--- src/rtl/vec_assembler.sv ---
// Collects SUB_VECTOR_NO bus words into one vector and presents it, together with
// its ID, popcount and batch-last flag, on a valid/ready output.
module vec_assembler #(
  parameter int unsigned VECTOR_WIDTH  = 920,
  parameter int unsigned BUS_WIDTH     = 128,
  parameter int unsigned SUB_VECTOR_NO = (VECTOR_WIDTH + BUS_WIDTH - 1) / BUS_WIDTH,
  parameter int unsigned VEC_ID_WIDTH  = 16,
  parameter int unsigned CNT_WIDTH     = $clog2(VECTOR_WIDTH)
) (
  input  logic                    clk,
  input  logic                    rst,
  input  logic [BUS_WIDTH-1:0]    up_SubVector,
  input  logic [VEC_ID_WIDTH-1:0] up_ID,
  input  logic                    up_Valid,
  input  logic [CNT_WIDTH-1:0]    up_Cnt,
  input  logic                    up_CntNew,
  input  logic                    up_Last,
  output logic                    up_Ready,
  output logic [VECTOR_WIDTH-1:0] dn_Vector,
  output logic [VEC_ID_WIDTH-1:0] dn_ID,
  output logic [CNT_WIDTH-1:0]    dn_Cnt,
  output logic                    dn_Last,
  output logic                    dn_Valid,
  input  logic                    dn_Ready,
  output logic                    err_Framing,
  output logic                    err_IdMismatch
);

  localparam int unsigned IDX_W = (SUB_VECTOR_NO > 1) ? $clog2(SUB_VECTOR_NO) : 1;
  localparam int unsigned ASM_W = (SUB_VECTOR_NO > 1) ? (SUB_VECTOR_NO - 1) * BUS_WIDTH : 1;
  localparam logic [IDX_W-1:0] LAST_IDX = IDX_W'(SUB_VECTOR_NO - 1);

  logic [IDX_W-1:0]        idx_q, idx_d;
  logic [ASM_W-1:0]        asm_q, asm_d;
  logic [VEC_ID_WIDTH-1:0] id_q, id_d;
  logic [VECTOR_WIDTH-1:0] dn_vector_q, dn_vector_d;
  logic [VEC_ID_WIDTH-1:0] dn_id_q, dn_id_d;
  logic [CNT_WIDTH-1:0]    dn_cnt_q, dn_cnt_d;
  logic                    dn_last_q, dn_last_d;
  logic                    dn_valid_q, dn_valid_d;
  logic                    err_framing_q, err_framing_d;
  logic                    err_id_q, err_id_d;

  logic                    at_last_c;
  logic                    up_ready_c;
  logic                    accept_c;
  logic [VEC_ID_WIDTH-1:0] word0_id_c;

  // The final slot may only be taken once the output register is free or draining.
  always_comb begin
    at_last_c  = (idx_q == LAST_IDX);
    up_ready_c = !rst && (!at_last_c || !dn_valid_q || dn_Ready);
    accept_c   = up_Valid && up_ready_c;
    word0_id_c = (idx_q == '0) ? up_ID : id_q;
  end

  always_comb begin
    idx_d         = idx_q;
    asm_d         = asm_q;
    id_d          = id_q;
    dn_vector_d   = dn_vector_q;
    dn_id_d       = dn_id_q;
    dn_cnt_d      = dn_cnt_q;
    dn_last_d     = dn_last_q;
    dn_valid_d    = dn_valid_q;
    err_framing_d = err_framing_q;
    err_id_d      = err_id_q;

    if (dn_valid_q && dn_Ready) begin
      dn_valid_d = 1'b0;
    end

    if (accept_c) begin
      if (idx_q == '0) begin
        id_d = up_ID;
      end else if (up_ID != id_q) begin
        err_id_d = 1'b1;
      end

      for (int unsigned k = 0; k + 1 < SUB_VECTOR_NO; k++) begin
        if (idx_q == IDX_W'(k)) begin
          asm_d[k*BUS_WIDTH +: BUS_WIDTH] = up_SubVector;
        end
      end

      if (at_last_c) begin
        idx_d = '0;
        if (up_CntNew) begin
          // Final word sits above the buffered words; bits beyond the vector are dropped.
          if (SUB_VECTOR_NO > 1) begin
            dn_vector_d = VECTOR_WIDTH'({up_SubVector, asm_q});
          end else begin
            dn_vector_d = VECTOR_WIDTH'(up_SubVector);
          end
          dn_id_d    = word0_id_c;
          dn_cnt_d   = up_Cnt;
          dn_last_d  = up_Last;
          dn_valid_d = 1'b1;
        end else begin
          err_framing_d = 1'b1;
        end
      end else if (up_CntNew) begin
        err_framing_d = 1'b1;
        idx_d         = '0;
      end else begin
        idx_d = idx_q + IDX_W'(1);
      end
    end
  end

  always_ff @(posedge clk) begin
    if (rst) begin
      idx_q         <= '0;
      asm_q         <= '0;
      id_q          <= '0;
      dn_vector_q   <= '0;
      dn_id_q       <= '0;
      dn_cnt_q      <= '0;
      dn_last_q     <= 1'b0;
      dn_valid_q    <= 1'b0;
      err_framing_q <= 1'b0;
      err_id_q      <= 1'b0;
    end else begin
      idx_q         <= idx_d;
      asm_q         <= asm_d;
      id_q          <= id_d;
      dn_vector_q   <= dn_vector_d;
      dn_id_q       <= dn_id_d;
      dn_cnt_q      <= dn_cnt_d;
      dn_last_q     <= dn_last_d;
      dn_valid_q    <= dn_valid_d;
      err_framing_q <= err_framing_d;
      err_id_q      <= err_id_d;
    end
  end

  assign up_Ready       = up_ready_c;
  assign dn_Vector      = dn_vector_q;
  assign dn_ID          = dn_id_q;
  assign dn_Cnt         = dn_cnt_q;
  assign dn_Last        = dn_last_q;
  assign dn_Valid       = dn_valid_q;
  assign err_Framing    = err_framing_q;
  assign err_IdMismatch = err_id_q;

endmodule

--- config.mk ---
export PLATFORM = sky130hd
export DESIGN_NAME = vec_assembler
export DESIGN_NICKNAME = d
export VERILOG_FILES = /design/src/rtl/vec_assembler.sv
export SDC_FILE = /design/constraint.sdc
export NUM_CORES = 2
export LEC_CHECK = 0
export ABC_CLOCK_PERIOD_IN_PS = 2350
export BUFFER_PORTS_ARGS = -buffer_cell sky130_fd_sc_hd__clkbuf_2
export CAP_MARGIN = 10
export CORE_AREA = 4 4 426 428
export DETAILED_ROUTE_END_ITERATION = 6
export DIE_AREA = 0 0 430 432
export HOLD_SLACK_MARGIN = 0.1
export SYNTH_ARGS = -nofsm -noshare
export SYNTH_HDL_FRONTEND = slang
export SYNTH_SLANG_ARGS = --single-unit
--- constraint.sdc ---
create_clock -name clk -period 2.35 [get_ports clk]
set_input_delay 0.47 -clock clk [delete_from_list [all_inputs] [get_ports clk]]
set_output_delay 0.47 -clock clk [all_outputs]
set_load 0.05 [all_outputs]
[Yosys cells after proc, flatten, opt, wreduce, memory -nomap -nowiden]
Index checks and enable logic that the tools add are counted.
Storage, ports and cells
  register bits: 1865
  input port bits: 160
  output and inout port bits: 951
  word-level logic and storage cells: 57
Cells by class
  add/sub/neg operators: 1
  equal/unequal tests: 9
  mux-type cells: 10
  bitwise gates (word level): 1
  reduce and logical (&&, ||, !) cells: 20
Operator list (count)
  $mux 16: 1
  $ne 16x16->1: 1
  $reduce_and 2->1: 7
  $eq 3x3->1 const B: 4
  $reduce_and 3->1: 3
  $mux 1: 7
  $eq 3x2->1 const B: 2
  $mux 3: 2
  $add 3x1->3 const B: 1
  $eq 3x1->1 const B: 1
  $logic_and 1x1->1: 3
  $logic_not 1->1: 3
  $logic_not 3->1: 1
  $logic_or 1x1->1: 2
  $ne 2x2->1 const B: 1
  $reduce_bool 2->1: 1
  $not 1->1: 1

[Longest topological paths before layout]
  depth in word-level cells: 7
  mapped depth: 10
  mapped depth without buffers: 6

[Worst setup path after synthesis]
Ideal clock, no wire load.
  kind: reg-to-output
  start point: register idx_q[0]
  end point: output up_Ready
  arrival: 1874 ps
  data required time: 1880 ps
  slack: 6 ps
  stages on the path, launching flop included: 6
  buffers on the path: 1
  cells stage by stage: dfxtp_1 -> ha_1 -> ha_1 -> nand3b_2 -> buf_2 -> nor2b_1
Between the ends
  longest elaborated chain between the ends: 5
RTL lines
  from (decl): RTL line 33  | logic [IDX_W-1:0] idx_q, idx_d;
  from (signal assigned): RTL line 124  | idx_q <= idx_d;
  $eq 3x3->1: RTL line 51  | at_last_c = (idx_q == LAST_IDX);
  $logic_not 1->1: RTL line 52  | up_ready_c = !rst && (!at_last_c || !dn_valid_q || dn_Ready);
  $logic_or 1x1->1 (2 in series): RTL line 52
  $logic_and 1x1->1: RTL line 52
  to (decl): RTL line 18  | output logic up_Ready,
No other way between the ends.

[Worst setup path in the final report]
  start point: register idx_q[1]
  end point: output up_Ready
Same word-level chain as after synthesis.

==> metrics.csv <==
stage;metric;value;unit
status;run_status;finished with violations;
status;violations;negative setup slack;
clock_network;numCtsBuffers;190;
drt;dr.pass1.iters;6;
worst_hold_path;holdCritPathClass;in -> reg;
final_layout;drive_gt1_share;17.6;%
timing;period_share;105;%
logic_synthesis;synth-main-ff-cell;dfxtp_1;
final_layout;num-nets-final;9345;
clock_network;clk_pin_slew_worst_paths;0.05;ns
die;die_area;186000;um^2
die;die_h;432;um
timing;skew;0.0275;ns
logic_synthesis;synth_edf_count;0;
final_layout;synthToLayoutAreaGrowth;25.2;%
logic_synthesis;synthesis.area;64500;um^2
timing;holdWs;0.331;ns
grt;grt_max_degree;245;
logic_synthesis;synthArstFlopShare;0;%
logic_synthesis;yosys.area.top_type_share;57.8;%
timing;fmax;405;MHz
power;peakVddDrop;0.623;mV
die;ios;1111;
power;switching_share;22.5;%
clock_network;clk_path_buf_depth;3;
drt;first_iter_violations;5318;
final_layout;final_cell_mix;nand2_1, dfxtp_1, a21oi_1;
critical_path;start_kind;flip-flop;
clock_network;cts_tree;yes;
critical_path;crit_fanout;2;
timing;worstMarginPinSlew;1.17;ns
logic_synthesis;yosys.area.top_type;dfxtp_1;
placed_design;gp_congestion;0.856;
clock_network;clock_latency;0.85;ns
logic_synthesis;ys_seq_elements;1865;
power;p_comb_share;3.2;%
power;internal_power;50.1;mW
die;core-area;178000;um^2
logic_synthesis;synthTopCellsByArea;dfxtp_1, nand2_1, a21oi_1, buf_2, clkbuf_1;
drt;drcViolationCount;0;
logic_synthesis;yosysSeqAreaShare;57.8;%
critical_path;path_common_cell;ha_4;
critical_path;crit_path_cell_trace;ha_4 -> ha_4 -> nand3b_4 -> buf_8 -> nor2b_4 -> clkbuf_16;
timing;max_slew_margin;21.8;%
critical_path;worstPathArrival;2.00;ns
grt;grt.total_usage;24.5;%
critical_path;crit_path_end_kind;primary output;
timing;grt_setup_unrepaired;yes;
logic_synthesis;syn_avg_cell_area;7.91;um^2
clock_network;numClockSinks;1865;
power;p_per_area;800;nW/um^2
clock_network;cts_max_level;4;
grt;grt-ovfl-total;0;
logic_synthesis;synth_warnings;0;
drt;avgRoutedWirePerCell;20.5;um
die;start_util;36.3;%
die;fp-row-count;155;
timing;drv_slew;0;
critical_path;critical_path_class;reg -> out;
grt;grt_pass1_vias;54600;
critical_path;cp_slowest_cell;dfxtp_4;
critical_path;r2r_slack;0.06;ns
power;netSwitchingPower;14.5;mW
logic_synthesis;synth_cell_types;30;
power;power.leakage;29.5;nW
critical_path;max_stage_delay;0.35;ns
clock_network;cts_root_buf;clkbuf_16;
grt;grt_pass1_wl;349000;um
drt;wl;240000;um
power;sequentialPowerShare;49.4;%
placed_design;io_buffers;1110;
timing;period_minus_slack;2.47;ns
drt;vias;59100;
grt;antenna_found_initial;7;
placed_design;dp_cells;11200;
power;p_clk_share;47.4;%
final_layout;stdcell_count;11700;
logic_synthesis;syn_inst;8156;
timing;final-setup-viol-count;1;
critical_path;worstPathRequired;1.88;ns
job;drv_cap;0;
placed_design;place_ws;-0.0164;ns
timing;hold_viol;0;
die;die_w;430;um
drt;avgViaCountPerCell;5.06;
timing;final.setup.worst_slack;-0.122;ns
logic_synthesis;syn_nets;8323;
placed_design;dp_hpwl;157000;um
drt;final_antenna_net_count;0;
final_layout;final_common_cell;nand2_1;
## critical path: cells and delay by family (launching register included)
kind          cells  cell delay, ns
fa+ha+maj         2            0.32
buf+inv           2            0.28
flops             1            0.35
simple gates      2            0.22
## area by class of cell
cell class                 count  area, um^2
fill                       17500       97100
sequential                  1865       37300
multi-input combinational   5640       24100
timing repair buffer        1477       10100
clock buffer                 281        5650
tap                         2355        2950
clock inverter                55         674
inverter                       4        15.0
antenna                        3        7.51
## per-layer routing
metal	part of all wire, %	GRT usage [%]	up-vias
li1	-	-	28100
met2	46	39.4	2270
met3	6.2	3.56	533
met5	0	0	-
met4	6.1	13.9	0
met1	41	31.4	28100
## per-stage QoR
stage	area (um^2)	TNS [ns]	util, %	power (mW)
floorplan	64500	0	-	33.5
global placement	72700	0	40.9	34.4
detailed placement	72700	-0.0164	40.9	34.4
CTS	80700	-0.190	45.4	65.1
global route	80800	-1.08	45.4	66.5
finish	80800	-0.122	45.4	64.6
## cells in the mapped netlist, types with 3 or more instances
library cell,instances
nand2_1,3687
buf_4,90
nand3_1,3
clkbuf_1,243
a211oi_1,6
nand3b_1,17
and3_1,3
a211oi_2,10
nor2_1,19
inv_1,4
and4_1,5
a21oi_1,1830
dfxtp_1,1865
xnor2_1,16
buf_2,297
nor2b_1,3
mux2i_1,16
buf_1,8
ha_1,7
buf_6,9
nand4_1,9
## power groups by stage
stage               logic, mW  clock network (mW)  registers (mW)
floorplan               0.927                   0            32.6
global placement         1.81                   0            32.6
detailed placement       1.83                   0            32.6
CTS                      2.05                31.1            31.9
global route             2.20                32.4            31.9
finish                   2.07                30.7            31.9
## kinds of logic (layout without fill, tap and decap cells)
kind of cell             Yosys count  in the layout  synth area share, %
AO/OA/AOI/OAI                   1849           1849                 14.5
XOR/XNOR                          16             16                0.217
adder cells (fa/ha/maj)            7              7                0.136
buffers and inverters            651           1817                 4.99
flip-flops                      1865           1865                 57.8
multiplexers                      16             16                0.248
other                              0              3                    0
AND/OR/NAND/NOR                 3752           3752                 22.1
## path summary, 6_finish.rpt
kind | startpoint | endpoint | cells past startpoint
max reg2reg | idx_q[0] | dn_Vector[910] | 10
max | idx_q[1] | up_Ready | 6
min | up_Valid | err_Framing | 5
min reg2reg | asm_q[655] | dn_Vector[655] | 2
## sequential cells by signal (all words and copies together), names as in the netlist
signal and flops:
dn_Valid 1, err_IdMismatch 1, err_Framing 1, dn_Vector 920, asm_q 896, id_q 16
dn_Cnt 10, dn_Last 1, dn_ID 16, idx_q 3
## what timing repair did
| action | CTS | global route |
|---|---|---|
| cloned | 0 | 1 |
| hold buffers | 159 | 0 |
| pin swaps | 1 | 2 |
| setup endpoints to repair | 1 | 3 |
| setup buffers | 5 | 3 |
| hold endpoints to repair | 977 | 0 |
| gates resized for setup | 15 | 9 |
(Power assumes the default switching activity.)
